$ cat src/rtl/ms_out_collector_pkg.sv
// ms_out_collector_pkg
// Shared types and helpers for the multi-stream output collector.
//   flow_state_e   : per-flow lifecycle (IDLE -> ACTIVE -> DONE)
//   DEFAULT_DEPTH  : default per-flow FIFO depth
//   DEFAULT_CNT_W  : default per-flow sample-count width
//   get_tag        : pulls the flow tag out of a {tag, payload} word
//   tag_in_range   : true when a decoded tag names an existing flow
// Optional feature macro used by the top level: MS_OUT_COLLECTOR_STATS_EN

package ms_out_collector_pkg;

    typedef enum logic [1:0] {
        IDLE   = 2'd0,
        ACTIVE = 2'd1,
        DONE   = 2'd2
    } flow_state_e;

    localparam int DEFAULT_DEPTH = 16;
    localparam int DEFAULT_CNT_W = 13;

    // The caller zero-extends its tagged word to 64 bits; the tag sits
    // directly above the payload, so shift the payload away and mask.
    function automatic logic [31:0] get_tag(input logic [63:0] word,
                                            input int          lsb,
                                            input int          width);
        logic [63:0] mask;
        mask = (64'd1 << width) - 64'd1;
        return 32'((word >> lsb) & mask);
    endfunction

    function automatic logic tag_in_range(input logic [31:0] tag,
                                          input int          flux);
        return tag < 32'(flux);
    endfunction

endpackage

$ cat src/rtl/ms_flow_fifo.sv
// ms_flow_fifo
// Single-flow synchronous FIFO with registered read data.
//   clk, rst   : clock, synchronous active-high reset
//   push, din  : write request and data (ignored while full)
//   pop, dout  : read request (ignored while empty); dout updates the
//                cycle after the pop edge and holds otherwise
//   flush      : drops all contents by resetting pointers and occupancy
//   occupancy  : number of stored entries, 0..DEPTH
//   empty      : occupancy == 0

module ms_flow_fifo #(
    parameter int DEPTH  = 16,
    parameter int DATA_W = 8
) (
    input  logic                     clk,
    input  logic                     rst,
    input  logic                     push,
    input  logic                     pop,
    input  logic                     flush,
    input  logic [DATA_W-1:0]        din,
    output logic [DATA_W-1:0]        dout,
    output logic [$clog2(DEPTH):0]   occupancy,
    output logic                     empty
);

    localparam int PTR_W = $clog2(DEPTH);
    localparam int OCC_W = PTR_W + 1;

    logic [DATA_W-1:0] mem [DEPTH];
    logic [PTR_W-1:0]  wr_ptr;
    logic [PTR_W-1:0]  rd_ptr;
    logic              do_push;
    logic              do_pop;

    // Guard against overflow/underflow locally so the FIFO is safe even
    // if the caller's gating is ever loosened.
    assign do_push = push && (occupancy != OCC_W'(DEPTH));
    assign do_pop  = pop && (occupancy != '0);
    assign empty   = (occupancy == '0);

    // Storage array has no reset; only pointers define validity.
    always_ff @(posedge clk) begin
        if (!rst && !flush && do_push) begin
            mem[wr_ptr] <= din;
        end
    end

    // Pointers wrap naturally at DEPTH because DEPTH is a power of two.
    always_ff @(posedge clk) begin
        if (rst) begin
            wr_ptr    <= '0;
            rd_ptr    <= '0;
            occupancy <= '0;
            dout      <= '0;
        end else if (flush) begin
            wr_ptr    <= '0;
            rd_ptr    <= '0;
            occupancy <= '0;
        end else begin
            if (do_push) begin
                wr_ptr <= wr_ptr + PTR_W'(1);
            end
            if (do_pop) begin
                rd_ptr <= rd_ptr + PTR_W'(1);
                dout   <= mem[rd_ptr];
            end
            occupancy <= occupancy + OCC_W'(do_push) - OCC_W'(do_pop);
        end
    end

endmodule

$ cat src/rtl/ms_out_collector.sv
// ms_out_collector
// Output-side receiver for the multi-stream interpolation accelerator.
// Splits one tagged write stream into per-flow FIFOs, applies per-flow
// back-pressure and tracks each flow's completion against a configured
// sample count.
//   clk, rst   : single clock, synchronous active-high reset
//   in_din     : {tag, data} sample; in_write qualifies it
//   in_full    : per-flow registered back-pressure
//   cfg_din    : {tag, expected count}; cfg_write qualifies it
//   out_read   : per-flow pop request
//   out_dout   : per-flow registered read data, flow 0 in the LSBs
//   out_empty  : per-flow FIFO empty
//   done       : flow has delivered its configured count
//   err        : one-cycle pulse after any dropped sample
// Optional feature: define MS_OUT_COLLECTOR_STATS_EN to add t_first and
// t_end (per-flow cycle stamps of first push and final pop).

module ms_out_collector
    import ms_out_collector_pkg::*;
#(
    parameter int FLUX   = 2,
    parameter int DEPTH  = DEFAULT_DEPTH,
    parameter int DATA_W = 8,
    parameter int TAG_W  = (FLUX > 1) ? $clog2(FLUX) : 1,
    parameter int CNT_W  = DEFAULT_CNT_W
) (
    input  logic                      clk,
    input  logic                      rst,
    input  logic [TAG_W+DATA_W-1:0]   in_din,
    input  logic                      in_write,
    output logic [FLUX-1:0]           in_full,
    input  logic [TAG_W+CNT_W-1:0]    cfg_din,
    input  logic                      cfg_write,
    input  logic [FLUX-1:0]           out_read,
    output logic [FLUX*DATA_W-1:0]    out_dout,
    output logic [FLUX-1:0]           out_empty,
    output logic [FLUX-1:0]           done,
    output logic                      err
`ifdef MS_OUT_COLLECTOR_STATS_EN
    ,
    output logic [FLUX*(CNT_W+8)-1:0] t_first,
    output logic [FLUX*(CNT_W+8)-1:0] t_end
`endif
);

    localparam int OCC_W = $clog2(DEPTH) + 1;

    logic [31:0]       in_tag;
    logic              in_tag_ok;
    logic [DATA_W-1:0] in_data;
    logic [31:0]       cfg_tag;
    logic              cfg_tag_ok;
    logic [CNT_W-1:0]  cfg_count;

    flow_state_e       state       [FLUX];
    flow_state_e       state_nx    [FLUX];
    logic [CNT_W-1:0]  expected    [FLUX];
    logic [CNT_W-1:0]  expected_nx [FLUX];
    logic [CNT_W-1:0]  wr_cnt      [FLUX];
    logic [CNT_W-1:0]  wr_cnt_nx   [FLUX];
    logic [CNT_W-1:0]  rd_cnt      [FLUX];
    logic [CNT_W-1:0]  rd_cnt_nx   [FLUX];

    logic [FLUX-1:0][OCC_W-1:0] occ;
    logic [FLUX-1:0][OCC_W-1:0] occ_nx;

    logic [FLUX-1:0]   cfg_hit;
    logic [FLUX-1:0]   push;
    logic [FLUX-1:0]   pop;
    logic [FLUX-1:0]   finish;
    logic [FLUX-1:0]   full_nx;
    logic              err_nx;

    // Tag decode for both tagged ports.
    assign in_tag     = get_tag(64'(in_din), DATA_W, TAG_W);
    assign in_tag_ok  = tag_in_range(in_tag, FLUX);
    assign in_data    = in_din[DATA_W-1:0];
    assign cfg_tag    = get_tag(64'(cfg_din), CNT_W, TAG_W);
    assign cfg_tag_ok = tag_in_range(cfg_tag, FLUX);
    assign cfg_count  = cfg_din[CNT_W-1:0];

    // Per-flow next-state, counter and back-pressure computation.
    // in_full is registered from the next-cycle view of state, counters
    // and occupancy so it always describes the state it sits beside.
    // A config on a flow overrides any push or pop to it in that cycle.
    always_comb begin
        cfg_hit = '0;
        push    = '0;
        pop     = '0;
        finish  = '0;
        full_nx = '0;
        occ_nx  = occ;
        err_nx  = 1'b0;
        for (int f = 0; f < FLUX; f++) begin
            state_nx[f]    = state[f];
            expected_nx[f] = expected[f];
            wr_cnt_nx[f]   = wr_cnt[f];
            rd_cnt_nx[f]   = rd_cnt[f];
        end
        for (int f = 0; f < FLUX; f++) begin
            cfg_hit[f] = cfg_write && cfg_tag_ok && (cfg_tag == 32'(f));
            push[f]    = in_write && in_tag_ok && (in_tag == 32'(f))
                         && !cfg_hit[f] && (state[f] == ACTIVE)
                         && !in_full[f] && (wr_cnt[f] < expected[f]);
            pop[f]     = out_read[f] && !out_empty[f] && !cfg_hit[f];
            finish[f]  = pop[f] && (state[f] == ACTIVE)
                         && ((rd_cnt[f] + CNT_W'(1)) == expected[f]);

            if (cfg_hit[f]) begin
                expected_nx[f] = cfg_count;
                wr_cnt_nx[f]   = '0;
                rd_cnt_nx[f]   = '0;
                state_nx[f]    = (cfg_count == '0) ? DONE : ACTIVE;
                occ_nx[f]      = '0;
            end else begin
                if (push[f]) begin
                    wr_cnt_nx[f] = wr_cnt[f] + CNT_W'(1);
                end
                if (pop[f]) begin
                    rd_cnt_nx[f] = rd_cnt[f] + CNT_W'(1);
                end
                if (finish[f]) begin
                    state_nx[f] = DONE;
                end
                occ_nx[f] = occ[f] + OCC_W'(push[f]) - OCC_W'(pop[f]);
            end

            full_nx[f] = (occ_nx[f] == OCC_W'(DEPTH))
                         || (state_nx[f] != ACTIVE)
                         || (wr_cnt_nx[f] == expected_nx[f]);
        end
        // Any offered sample that was not pushed somewhere was dropped.
        err_nx = in_write && (push == '0);
    end

    // State and counter registers; reset discards all configuration.
    always_ff @(posedge clk) begin
        if (rst) begin
            for (int f = 0; f < FLUX; f++) begin
                state[f]    <= IDLE;
                expected[f] <= '0;
                wr_cnt[f]   <= '0;
                rd_cnt[f]   <= '0;
            end
            in_full <= '1;
            err     <= 1'b0;
        end else begin
            for (int f = 0; f < FLUX; f++) begin
                state[f]    <= state_nx[f];
                expected[f] <= expected_nx[f];
                wr_cnt[f]   <= wr_cnt_nx[f];
                rd_cnt[f]   <= rd_cnt_nx[f];
            end
            in_full <= full_nx;
            err     <= err_nx;
        end
    end

    // done reflects the registered state, so it rises the cycle after
    // the final pop edge.
    always_comb begin
        done = '0;
        for (int f = 0; f < FLUX; f++) begin
            done[f] = (state[f] == DONE);
        end
    end

    // One FIFO per flow; a config on the flow flushes it.
    for (genvar g = 0; g < FLUX; g++) begin : g_flow
        ms_flow_fifo #(
            .DEPTH  (DEPTH),
            .DATA_W (DATA_W)
        ) u_fifo (
            .clk       (clk),
            .rst       (rst),
            .push      (push[g]),
            .pop       (pop[g]),
            .flush     (cfg_hit[g]),
            .din       (in_data),
            .dout      (out_dout[g*DATA_W +: DATA_W]),
            .occupancy (occ[g]),
            .empty     (out_empty[g])
        );
    end

`ifdef MS_OUT_COLLECTOR_STATS_EN
    localparam int STAT_W = CNT_W + 8;

    logic [STAT_W-1:0] cycle_cnt;
    logic [FLUX-1:0]   first_seen;

    // Free-running timestamp base.
    always_ff @(posedge clk) begin
        if (rst) begin
            cycle_cnt <= '0;
        end else begin
            cycle_cnt <= cycle_cnt + STAT_W'(1);
        end
    end

    // Each stamp is taken once per configuration; first_seen latches so
    // later pushes do not overwrite t_first, and the final pop happens
    // only once before DONE.
    for (genvar g = 0; g < FLUX; g++) begin : g_stats
        always_ff @(posedge clk) begin
            if (rst || cfg_hit[g]) begin
                first_seen[g]                  <= 1'b0;
                t_first[g*STAT_W +: STAT_W]    <= '0;
                t_end[g*STAT_W +: STAT_W]      <= '0;
            end else begin
                if (push[g] && !first_seen[g]) begin
                    first_seen[g]               <= 1'b1;
                    t_first[g*STAT_W +: STAT_W] <= cycle_cnt;
                end
                if (finish[g]) begin
                    t_end[g*STAT_W +: STAT_W]   <= cycle_cnt;
                end
            end
        end
    end
`endif

endmodule
$ cat config.mk
export PLATFORM = sky130hd
export DESIGN_NAME = ms_out_collector
export DESIGN_NICKNAME = d
export VERILOG_FILES = /design/src/rtl/ms_out_collector_pkg.sv /design/src/rtl/ms_flow_fifo.sv /design/src/rtl/ms_out_collector.sv
export SDC_FILE = /design/constraint.sdc
export NUM_CORES = 1
export LEC_CHECK = 0
export CAP_MARGIN = 0
export CORE_ASPECT_RATIO = 1.2
export CORE_UTILIZATION = 40
export DETAILED_ROUTE_END_ITERATION = 6
export PLACE_DENSITY = 0.53
export RECOVER_POWER = 50
export SLEW_MARGIN = 20
export SYNTH_ARGS = -nofsm -noshare
export SYNTH_HDL_FRONTEND = slang
export SYNTH_HIERARCHICAL = 1
export SYNTH_SLANG_ARGS = --single-unit
export TNS_END_PERCENT = 20
$ cat constraint.sdc
create_clock -name clk -period 5.7 [get_ports clk]
set_clock_uncertainty 0.2 [all_clocks]
set_input_delay 1.14 -clock clk [delete_from_list [all_inputs] [get_ports clk]]
set_output_delay 1.14 -clock clk [all_outputs]
set_load 0.02 [all_outputs]
After elaboration in Yosys (flattened, before gate mapping)
Memories as Yosys holds them, arrays and structs flattened. A register that Yosys moved wholly into a read port is not among the register bits.
Cells that the tools add are included.
{"block": "op_classes", "div": 0, "n_shift": 0, "n_mux": 32, "n_eq_ne": 14, "n_addsub": 16, "reduce_logical": 54, "multipliers": 0, "n_lt_le_gt_ge": 4, "n_bitwise": 10}
{"op": "13-bit two-way mux", "n": 16}
{"op": "32-bit logical NOT", "n": 2}
{"op": "13-bit by 1-bit adder with 13-bit output (second input constant)", "n": 4}
{"op": "13-bit == test", "n": 4}
{"op": "1-bit logical AND", "n": 31}
{"op": "13-bit < comparator", "n": 2}
{"op": "5-bit by 1-bit adder with 5-bit output", "n": 4}
{"op": "5-bit by 1-bit subtractor with 5-bit output", "n": 4}
{"op": "4-bit by 1-bit adder with 4-bit output (second input constant)", "n": 4}
{"op": "2-bit two-way mux", "n": 7}
{"op": "13-bit logical NOT", "n": 1}
{"op": "5-bit == test (second input constant)", "n": 2}
{"op": "5-bit logical NOT", "n": 2}
{"op": "5-bit two-way mux", "n": 2}
{"op": "5-bit inequality test (second input constant)", "n": 2}
{"op": "5-bit nonzero test", "n": 2}
{"op": "1-bit bitwise OR", "n": 8}
{"op": "1-bit logical NOT", "n": 7}
{"op": "1-bit two-way mux", "n": 7}
{"op": "2-bit by 1-bit == test with 1-bit output (second input constant)", "n": 2}
{"op": "2-bit == test (second input constant)", "n": 2}
{"op": "1-bit logical OR", "n": 4}
{"op": "1-bit by 2-bit < comparator with 1-bit output (second input constant)", "n": 2}
{"op": "2-bit by 1-bit inequality test with 1-bit output (second input constant)", "n": 2}
{"op": "other kinds (4)", "n": 7}
{"block": "totals", "input_bits": 29, "ff_bits": 29, "elab_cells": 144, "mem_bits_rw": 338, "out_inout_bits": 23, "mem_count": 6, "latch_bits": 0, "mem_bits_ro": 0}
{"memory": "g_flow[0].u_fifo.mem", "depth": 16, "word_bits": 8, "read_ports": 1, "rd_clocked_by_memory_dff": 1, "wr": 1, "line_no": "ms_flow_fifo.sv:29", "rtl": "logic [DATA_W-1:0] mem [DEPTH];"}
{"memory": "g_flow[1].u_fifo.mem", "depth": 16, "word_bits": 8, "read_ports": 1, "rd_clocked_by_memory_dff": 1, "wr": 1, "line_no": "ms_flow_fifo.sv:29"}
{"memory": "expected", "depth": 2, "word_bits": 13, "read_ports": 2, "rd_clocked_by_memory_dff": 0, "wr": 2, "line_no": "ms_out_collector.sv:57", "rtl": "logic [CNT_W-1:0] expected [FLUX];"}
{"memory": "rd_cnt", "depth": 2, "word_bits": 13, "read_ports": 2, "rd_clocked_by_memory_dff": 0, "wr": 2, "line_no": "ms_out_collector.sv:61", "rtl": "logic [CNT_W-1:0] rd_cnt [FLUX];"}
{"memory": "wr_cnt", "depth": 2, "word_bits": 13, "read_ports": 2, "rd_clocked_by_memory_dff": 0, "wr": 2, "line_no": "ms_out_collector.sv:59", "rtl": "logic [CNT_W-1:0] wr_cnt [FLUX];"}
{"memory": "state", "depth": 2, "word_bits": 2, "read_ports": 2, "rd_clocked_by_memory_dff": 0, "wr": 2, "line_no": "ms_out_collector.sv:55", "rtl": "flow_state_e state [FLUX];"}

Longest topological paths before layout
Gate-level depths: netlist of the first run.
{"block": "logic_depth", "ltp_word": 14, "ltp_mapped": 20, "depth_no_buf": 18}

Modules after synthesis
The synthesis of the first run kept the hierarchy.
{"module": "ms_flow_fifo (g_flow[0].u_fifo)", "cells_each": 324, "area_per_inst_um2": 5984.5, "seq_area_each_um2": 4264.1, "instances": 1}
{"module": "ms_out_collector", "cells_each": 764, "area_per_inst_um2": 5983.2, "seq_area_each_um2": 1701.6, "instances": 1}
{"module": "ms_flow_fifo (g_flow[1].u_fifo)", "cells_each": 322, "area_per_inst_um2": 5950.7, "seq_area_each_um2": 4264.1, "instances": 1}

Worst setup path before layout of the first run
Ideal clock, no wire load.
{"block": "synth_path", "path_kind": "input to register", "start": "in in_din[8]", "end": "reg g_flow[0].u_fifo.occupancy[4]", "path_buffers": 2, "cell_stages": 17, "setup_time_ps": 122, "arrival_ps": 4036, "slack_ps": 1342, "required_time_ps": 5378, "path_cell_list": "nor4b_2 > nand4_1 > a311oi_4 > and2_4 > buf_8 > and2_1 > clkbuf_1 > inv_1 > ha_1 > inv_1 > ha_1 > inv_1 > fa_1 > nand2b_1 > a21oi_1 > o21ai_0 > nor3b_1"}
{"block": "synth_via", "elab_chain_len": 10, "word_cells_on_any_way": 11, "classes_between": "add/sub (2); order compare (1); reduce/logical (8)"}
{"element": "start: declaration", "line_no": "ms_out_collector.sv:29", "rtl": "input logic [TAG_W+DATA_W-1:0] in_din,"}
{"element": "1-bit by 2-bit < comparator with 1-bit output", "line_no": "ms_out_collector_pkg.sv:33", "rtl": "return tag < 32'(flux);"}
{"element": "1-bit logical AND", "line_no": "ms_out_collector.sv:102", "rtl": "push[f] = in_write && in_tag_ok && (in_tag == 32'(f))"}
{"element": "1-bit logical AND (*)", "line_no": "ms_out_collector.sv:102"}
{"element": "1-bit logical AND (*) (2 in series)", "line_no": "ms_out_collector.sv:103", "rtl": "&& !cfg_hit[f] && (state[f] == ACTIVE)"}
{"element": "1-bit logical AND (*) (2 in series)", "line_no": "ms_out_collector.sv:104", "rtl": "&& !in_full[f] && (wr_cnt[f] < expected[f]);"}
{"element": "net push[0]", "line_no": "ms_out_collector.sv:68", "rtl": "logic [FLUX-1:0] push;"}
{"element": "1-bit logical AND (*)", "line_no": "ms_flow_fifo.sv:37", "rtl": "assign do_push = push && (occupancy != OCC_W'(DEPTH));"}
{"element": "5-bit by 1-bit adder with 5-bit output (*)", "line_no": "ms_flow_fifo.sv:67", "rtl": "occupancy <= occupancy + OCC_W'(do_push) - OCC_W'(do_pop);"}
{"element": "5-bit by 1-bit subtractor with 5-bit output (*)", "line_no": "ms_flow_fifo.sv:67"}
{"element": "end signal: assignment", "line_no": "ms_flow_fifo.sv:67"}
{"element": "end: declaration", "line_no": "ms_flow_fifo.sv:22", "rtl": "output logic [$clog2(DEPTH):0] occupancy,"}
Mark *: on every way through the listed nets, which the timed path passes. The rest lies on a longest branch.
A chain may end at the register's enable or synchronous reset.

Final worst setup path of the first run
{"block": "layout_path", "start": "in cfg_write", "end": "mem g_flow[1].u_fifo.mem[5][6], enable pin"}
{"block": "layout_via", "elab_chain_len": 11, "word_cells_on_any_way": 12, "classes_between": "mux (2); reduce/logical (10)"}
{"element": "start: declaration", "line_no": "ms_out_collector.sv:33", "rtl": "input logic cfg_write,"}
{"element": "1-bit logical AND (*) (2 in series)", "line_no": "ms_out_collector.sv:101", "rtl": "cfg_hit[f] = cfg_write && cfg_tag_ok && (cfg_tag == 32'(f));"}
{"element": "1-bit logical NOT (*)", "line_no": "ms_flow_fifo.sv:43, ms_out_collector.sv:103"}
{"element": "1-bit logical AND (2 in series)", "line_no": "ms_out_collector.sv:103"}
{"element": "1-bit logical AND (2 in series)", "line_no": "ms_out_collector.sv:104"}
{"element": "1-bit logical AND", "line_no": "ms_flow_fifo.sv:37"}
{"element": "1-bit logical AND (*)", "line_no": "ms_flow_fifo.sv:43", "rtl": "if (!rst && !flush && do_push) begin"}
{"element": "1-bit two-way mux (*)", "line_no": "ms_flow_fifo.sv:43"}
{"element": "1-bit two-way mux (not written as such) (*)", "line_no": "ms_flow_fifo.sv:44", "rtl": "mem[wr_ptr] <= din;"}
{"element": "end: declaration", "line_no": "ms_flow_fifo.sv:29"}
Every way passes the cells marked *; elsewhere a longest branch is shown, timed or not.

==> impl_results.md, run 1 <==
* CP delay by family, top: buffers and inverters
* Critical-path cell list: dlygate4sd3_1 -> nand2_1 -> clkbuf_1 -> inv_1 -> clkbuf_1 -> nor2_1 -> nand3_1 -> nor2_1
* Asr flop ratio synth at 0%
* Cts hold-fix bufs at 0
* Row cnt at 84
* IO Port Bufs at 51
* Synth Cell Area at 17900 um2
* Placed Instances at 1977
* CTS sink count at 383
* Worst min-delay path class: flop to flop
* Post-synthesis mux area share at 10.5%
* Vias in the first global route at 11300
* Detailed-route vias per instance at 5.34
* Pwr Total at 5.75 mW
* Clock buffer depth at 3
* Finished Layout Cells at 2053
* Syn. warnings at 6
* Initial Util at 40.7%
* Commonest non-fill, non-tap cell in the layout: edfxtp_1
* Post-synthesis area per instance at 12.7 um2
* First-pass GRT wire length at 65300 um
* Routed Antenna Nets at 0
* Post-synth EDFFs at 256
* Crit end category: flop
* Pwr dens at 285 nW/um2
* Post-synthesis compound-gate area fraction at 5.34%
* # IOs at 52
* Run status: complete, but fails checks
* Largest family of logic cells by synthesized area: simple AND/OR/NAND/NOR gates
* Worst-Skew Late Latency at 560 ps
* Remaining global-route overflow at 0
* Clk pin slew, worst setup/hold paths at 60 ps
* Max Fclk at 210 MHz
* Simple-gate share of the synthesized area at 12.3%
* WP buf/inv at 4
* Count of different cell masters after synthesis at 84
* Adder-Cell Fraction of Synth Area at 4.64%
* Share of layout cells above drive strength 1 at 11.8%
* H-tree depth at 2
* Core ar. at 44000 um2
* Worst-Margin Slew at 1610 ps
* Post-route DRC violation count at 0
* Height of the die at 234 um
* Post-CTS setup buffers at 0
* Filler cells at 3975
* Post-synthesis xor/xnor area fraction at 6.55%
* Die footprint at 45600 um2
* Die width at 195 um
* Gr usage total at 18.7%
* Leakage power at 6.65 nW
* Pin count of the biggest net entering global routing at 35
* Slowest CP cell: nor2_1
* Final core utilization at 45.8%
* Largest fanout on the critical path at 22
* Worst path max stage delay at 770 ps
* Synthesized flop and latch total at 383
* Final Max Tran Viols at 198
* Post-Synthesis Cells at 1410
* RSZ-0062 raised after global routing: false
* Avg WL per Cell at 20.3 um
* Via count at 11000
* Minimum clock period at 4760 ps
* Ys flop type: edfxtp_1
* Final setup fails at 0
* CP required at 5680 ps
* Clk root buf: clkbuf_16
* Slew HR at -7.18%
* Register area share after synthesis at 57.1%
* Setup tns final at 0 ps
* Final HPWL DP at 28000 um
* Wirelength, routed at 41700 um
* DR iter-0 viols at 630
* Initial antenna violation count at 0
* Worst Path Arrival at 4740 ps
* CTS tree: done
* Syn Nets at 1503
* P&R area growth vs syn at 12.7%
* RePlAce Congestion at 0.859
* Fin nets at 1555
* Max cap viols at 6
* Setup Crit Path Kind: primary input to flop
* CTS resizes at 0
* Hold Fails Final Rpt at 0
* VDD IR max at 159 uV
* Number of diodes at 0
* Failing checks: capacitance limit, slew limit
* DR pass1 iterations at 5
* Period utilization at 83.5%
* Most frequent cells in the layout: edfxtp_1 (256), nor2_1 (152), dfxtp_1 (125)
* CTS buffer count at 42
* Startpoint types: primary input
-- state kept, by name, indices dropped and copies added (netlist names) --
register / count
err: 1
g_flow.u_fifo/dout: 16
wr_cnt: 26
g_flow.u_fifo/occupancy: 10
state: 4
rd_cnt: 26
g_flow.u_fifo/rd_ptr: 8
g_flow.u_fifo/wr_ptr: 8
expected: 26
g_flow.u_fifo/mem: 256
in_full: 2
-- cells in the mapped netlist (all sizes together), types with 5 or more instances --
library cell	number	area, um2
o211ai	7	57.6
nor4	12	93.8
dfxtp	127	2540
a221o	16	161
a21o	6	45.0
xor2	65	569
nor2	152	571
mux2i	22	220
nor4b	5	50.0
and3	17	111
nand3	47	248
inv	71	267
a211oi	9	67.6
nand4	21	131
and2	11	75.1
clkbuf	40	151
mux2	17	191
nor2b	9	56.3
or2	5	31.3
edfxtp	256	7690
nand2b	8	57.6
buf	28	208
xnor2	69	604
nand2	114	428
ha	60	751
o21ai	20	100
a21oi	50	254
a31oi	5	37.5
mux4	64	1480
nor3b	5	60.1
nor3	23	115
-- final cells by class --
class	count	area [um2]	share of cell area, %
tap	559	699	3.46
inverter	72	270	1.34
sequential	383	10200	50.7
clock inverter	20	146	0.725
clock buffer	56	1130	5.62
multi-input combinational	886	7050	34.9
timing repair buffer	77	658	3.26
-- power by group --
part	leakage [nW]	internal, mW	switching, mW
Sequential	3.33	2.97	0.0204
Combinational	2.69	0.0677	0.127
Clock	0.636	1.45	1.11
-- routing by layer --
metal	track usage, %	vias up	share of wire, %	routed length (um)
met5	0	-	0	0
met4	5.22	0	2.1	867
met2	34.1	212	51	21500
met1	23.0	5444	42	17700
met3	2.95	58	4.1	1720
li1	-	5258	-	-
-- final timing paths --
check,from,to,slack [ps],cells after the start
setup reg to reg,expected[0][11]$_SDFF_PP0_,g_flow[0].u_fifo/occupancy[4]$_SDFF_PP0_,1340,17
hold reg to reg,g_flow[1].u_fifo/dout[2]$_SDFFE_PP0P_,g_flow[1].u_fifo/dout[2]$_SDFFE_PP0P_,280,1
hold / removal,g_flow[1].u_fifo/dout[2]$_SDFFE_PP0P_,g_flow[1].u_fifo/dout[2]$_SDFFE_PP0P_,280,1
setup / recovery,cfg_write,g_flow[1].u_fifo/mem[5][6]$_DFFE_PP_,940,8
-- logic make-up after synthesis --
family	count (synthesis)
buffers and inverters	141
adder cells (fa/ha/maj)	64
multiplexers	103
XOR/XNOR	134
AND/OR/NAND/NOR	448
AO/OA/AOI/OAI	137
flip-flops	383
-- worst reg2reg max path: stages (launching register included) --
cell and delay [ps]:
dfxtp_1 570, inv_1 200, ha_1 380, nand4_1 110, nor3_1 90, a311oi_4 460, and2_4 360, and2_1 290
inv_1 90, ha_1 290, inv_1 50, ha_1 150, inv_1 50, fa_1 380, nand2b_1 160, a21oi_1 180
o21ai_0 90, nor3b_1 140
-- stage by stage --
step / worst slack (ps) / hold WS (ps) / cell area (um2)
2_1_floorplan: 1340 / 260 / 17900
3_3_place_gp: 712 / 275 / 19000
3_5_place_dp: 681 / 283 / 19000
4_1_cts: 1270 / 296 / 20200
5_1_grt: 608 / 317 / 20200
6_report: 941 / 283 / 20200
Note: power is estimated with default switching activity, not from simulation.
==> inputs of run 2 (changes only) <==
==> constraint.sdc (replaced) <==
create_clock -name clk -period 4.51 [get_ports clk]
set_clock_uncertainty 0.2 [all_clocks]
set_input_delay 0.902 -clock clk [delete_from_list [all_inputs] [get_ports clk]]
set_output_delay 0.902 -clock clk [all_outputs]
set_load 0.02 [all_outputs]
==> impl_results.md, run 2 (synthesis results as in run 1) <==
* Run status: complete, but fails checks (unchanged)
* Failing checks: capacitance limit, slew limit (unchanged)
* RSZ-0062 raised after global routing: false (unchanged)
* Initial Util at 40.7% (unchanged)
* H-tree depth at 2 (unchanged)
* Commonest non-fill, non-tap cell in the layout: edfxtp_1 (unchanged)
* VDD IR max at 254 uV (was 159 uV)
* Row cnt at 84 (unchanged)
* Hold Fails Final Rpt at 0 (unchanged)
* Avg WL per Cell at 20.1 um (was 20.3 um)
* Period utilization at 88.5%
* P_sw at 1.65 mW (was 1.26 mW)
* Number of diodes at 0 (unchanged)
* Clk pin slew, worst setup/hold paths at 60 ps (about the same)
* Setup tns final at 0 ps (unchanged)
* Leakage power at 7.00 nW (was 6.65 nW)
* Slew HR at -7.51% (was -7.18%)
* Cts hold-fix bufs at 0 (unchanged)
* CP required at 4590 ps (was 5680 ps)
* Met2 GRT Util at 32.4% (was 34.1%)
* Core ar. at 44000 um2 (unchanged)
* DR pass1 iterations at 5 (unchanged)
* Worst-Margin Slew at 1610 ps (about the same)
* Pwr dens at 381 nW/um2 (was 285 nW/um2)
* Minimum clock period at 3990 ps
* Pwr Total at 7.92 mW (was 5.75 mW)
* Final setup fails at 0 (unchanged)
* Most used routing layer: met2 (unchanged)
* Post-route DRC violation count at 0 (unchanged)
* Finished Layout Cells at 2099 (was 2053)
* Crit end category: flop (unchanged)
* Largest register FFs at 256 (unchanged)
* Clock power frac at 49.0% (was 44.6%)
* Initial antenna violation count at 0 (unchanged)
* Final Max Tran Viols at 66 (was 198)
* Combinational power share at 3.3% (was 3.4%)
* CTS resizes at 0 (unchanged)
* IO Port Bufs at 51 (unchanged)
* Met3 Use GR at 3.18% (was 2.95%)
* Finished layout cell area at 20800 um2 (was 20200 um2)
* Height of the die at 234 um (unchanged)
* Pin count of the biggest net entering global routing at 35 (unchanged)
* Final HPWL DP at 28200 um (was 28000 um)
* Most frequent cells in the layout: edfxtp_1 (256), nor2_1 (152), dfxtp_1 (123) (was edfxtp_1 (256), nor2_1 (152), dfxtp_1 (125))
* Share of layout cells above drive strength 1 at 15.0% (was 11.8%)
* GR Util met1 at 24.5% (was 23.0%)
* Cell-internal power at 6.26 mW (was 4.49 mW)
* DR iter-0 viols at 688 (was 630)
* Top reg by flops: g_flow.u_fifo/mem (unchanged)
* CTS tree: done (unchanged)
* Via count at 11100 (was 11000)
* Largest fanout on the critical path at 23 (was 22)
* Setup Crit Path Kind: primary input to flop (unchanged)
* First-pass GRT wire length at 65900 um (was 65300 um)
* Max cap viols at 4 (was 6)
* Filler cells at 3954 (was 3975)
* Die width at 195 um (unchanged)
* Fin nets at 1598 (was 1555)
* RePlAce Congestion at 0.874 (was 0.859)
* P&R area growth vs syn at 16.1% (was 12.7%)
* CTS sink count at 383 (unchanged)
* Placed Instances at 2019 (was 1977)
* Seq pwr share at 47.7% (was 52.0%)
* Detailed-route vias per instance at 5.29 (was 5.34)
* Area of placed instances at 19300 um2 (was 19000 um2)
* CTS buffer count at 43 (was 42)
* Worst-Skew Late Latency at 570 ps (was 560 ps)
* Worst min-delay path class: flop to flop (unchanged)
* Remaining global-route overflow at 0 (unchanged)
* Die footprint at 45600 um2 (unchanged)
* Clk root buf: clkbuf_16 (unchanged)
* Clock buffer depth at 3 (unchanged)
* Vias in the first global route at 11300 (about the same)
* Startpoint types: primary input (unchanged)
* Sw Share at 20.9% (was 21.9%)
* Max Fclk at 250 MHz
* # IOs at 52 (unchanged)
* Routed Antenna Nets at 0 (unchanged)
* Post-CTS setup buffers at 0 (unchanged)
* Wirelength, routed at 42200 um (was 41700 um)
* Worst Path Arrival at 4070 ps (was 4740 ps)
* Gr usage total at 18.9% (was 18.7%)
==> run 2: power groups by stage <==
stage	Clock, mW	Combinational (mW)	Sequential, mW
2_1_floorplan	0	0.137	3.84
3_3_place_gp	0	0.264	3.85
3_5_place_dp	0	0.267	3.85
4_1_cts	3.98	0.268	3.78
5_1_grt	4.12	0.285	3.78
6_report	3.88	0.258	3.78
==> run 2: area by class of cell <==
cell class / count / area [um2] / share of cell area, %
clock buffer: 55 / 1160 / 5.59
inverter: 72 / 270 / 1.30
clock inverter: 25 / 418 / 2.01
timing repair buffer: 119 / 961 / 4.62
multi-input combinational: 886 / 7050 / 33.9
sequential: 383 / 10200 / 49.2
tap: 559 / 699 / 3.36
==> run 2: final timing paths <==
path                                                         endpoint                                      from  cells after the start  slack [ps]
worst max register to register                  in_full[1]$_SDFF_PP1_  g_flow[1].u_fifo/occupancy[2]$_SDFF_PP0_                     17         680
worst min register to register  g_flow[0].u_fifo/dout[3]$_SDFFE_PP0P_     g_flow[0].u_fifo/dout[3]$_SDFFE_PP0P_                      1         290
worst min-delay path            g_flow[0].u_fifo/dout[3]$_SDFFE_PP0P_     g_flow[0].u_fifo/dout[3]$_SDFFE_PP0P_                      1         290
worst max-delay path             g_flow[0].u_fifo/mem[2][4]$_DFFE_PP_                                 cfg_write                      8         520
==> run 2: worst max-delay path, stage by stage <==
cell and delay, ps:
dlygate4sd3_1 590, nand2b_4 120, clkbuf_1 770, clkinv_1 200, or2_2 490, or3_1 410, nor2_1 350, buf_4 230
==> run 2: per-layer routing <==
| layer | vias to the layer above | wire length [um] |
|---|---|---|
| met5 | - | 0 |
| met4 | 0 | 1110 |
| met3 | 70 | 1580 |
| met2 | 193 | 20700 |
| met1 | 5512 | 18800 |
| li1 | 5325 | - |
==> run 2: per-stage QoR <==
step                      setup slack (ps)  hold slack, ps  utilization, %
after floorplan                        390             260               -
after global placement                 104             276            43.8
after detailed placement              86.0             279            43.7
after CTS                              646             292            47.3
after global routing                   326             301            47.2
final                                  518             286            47.2
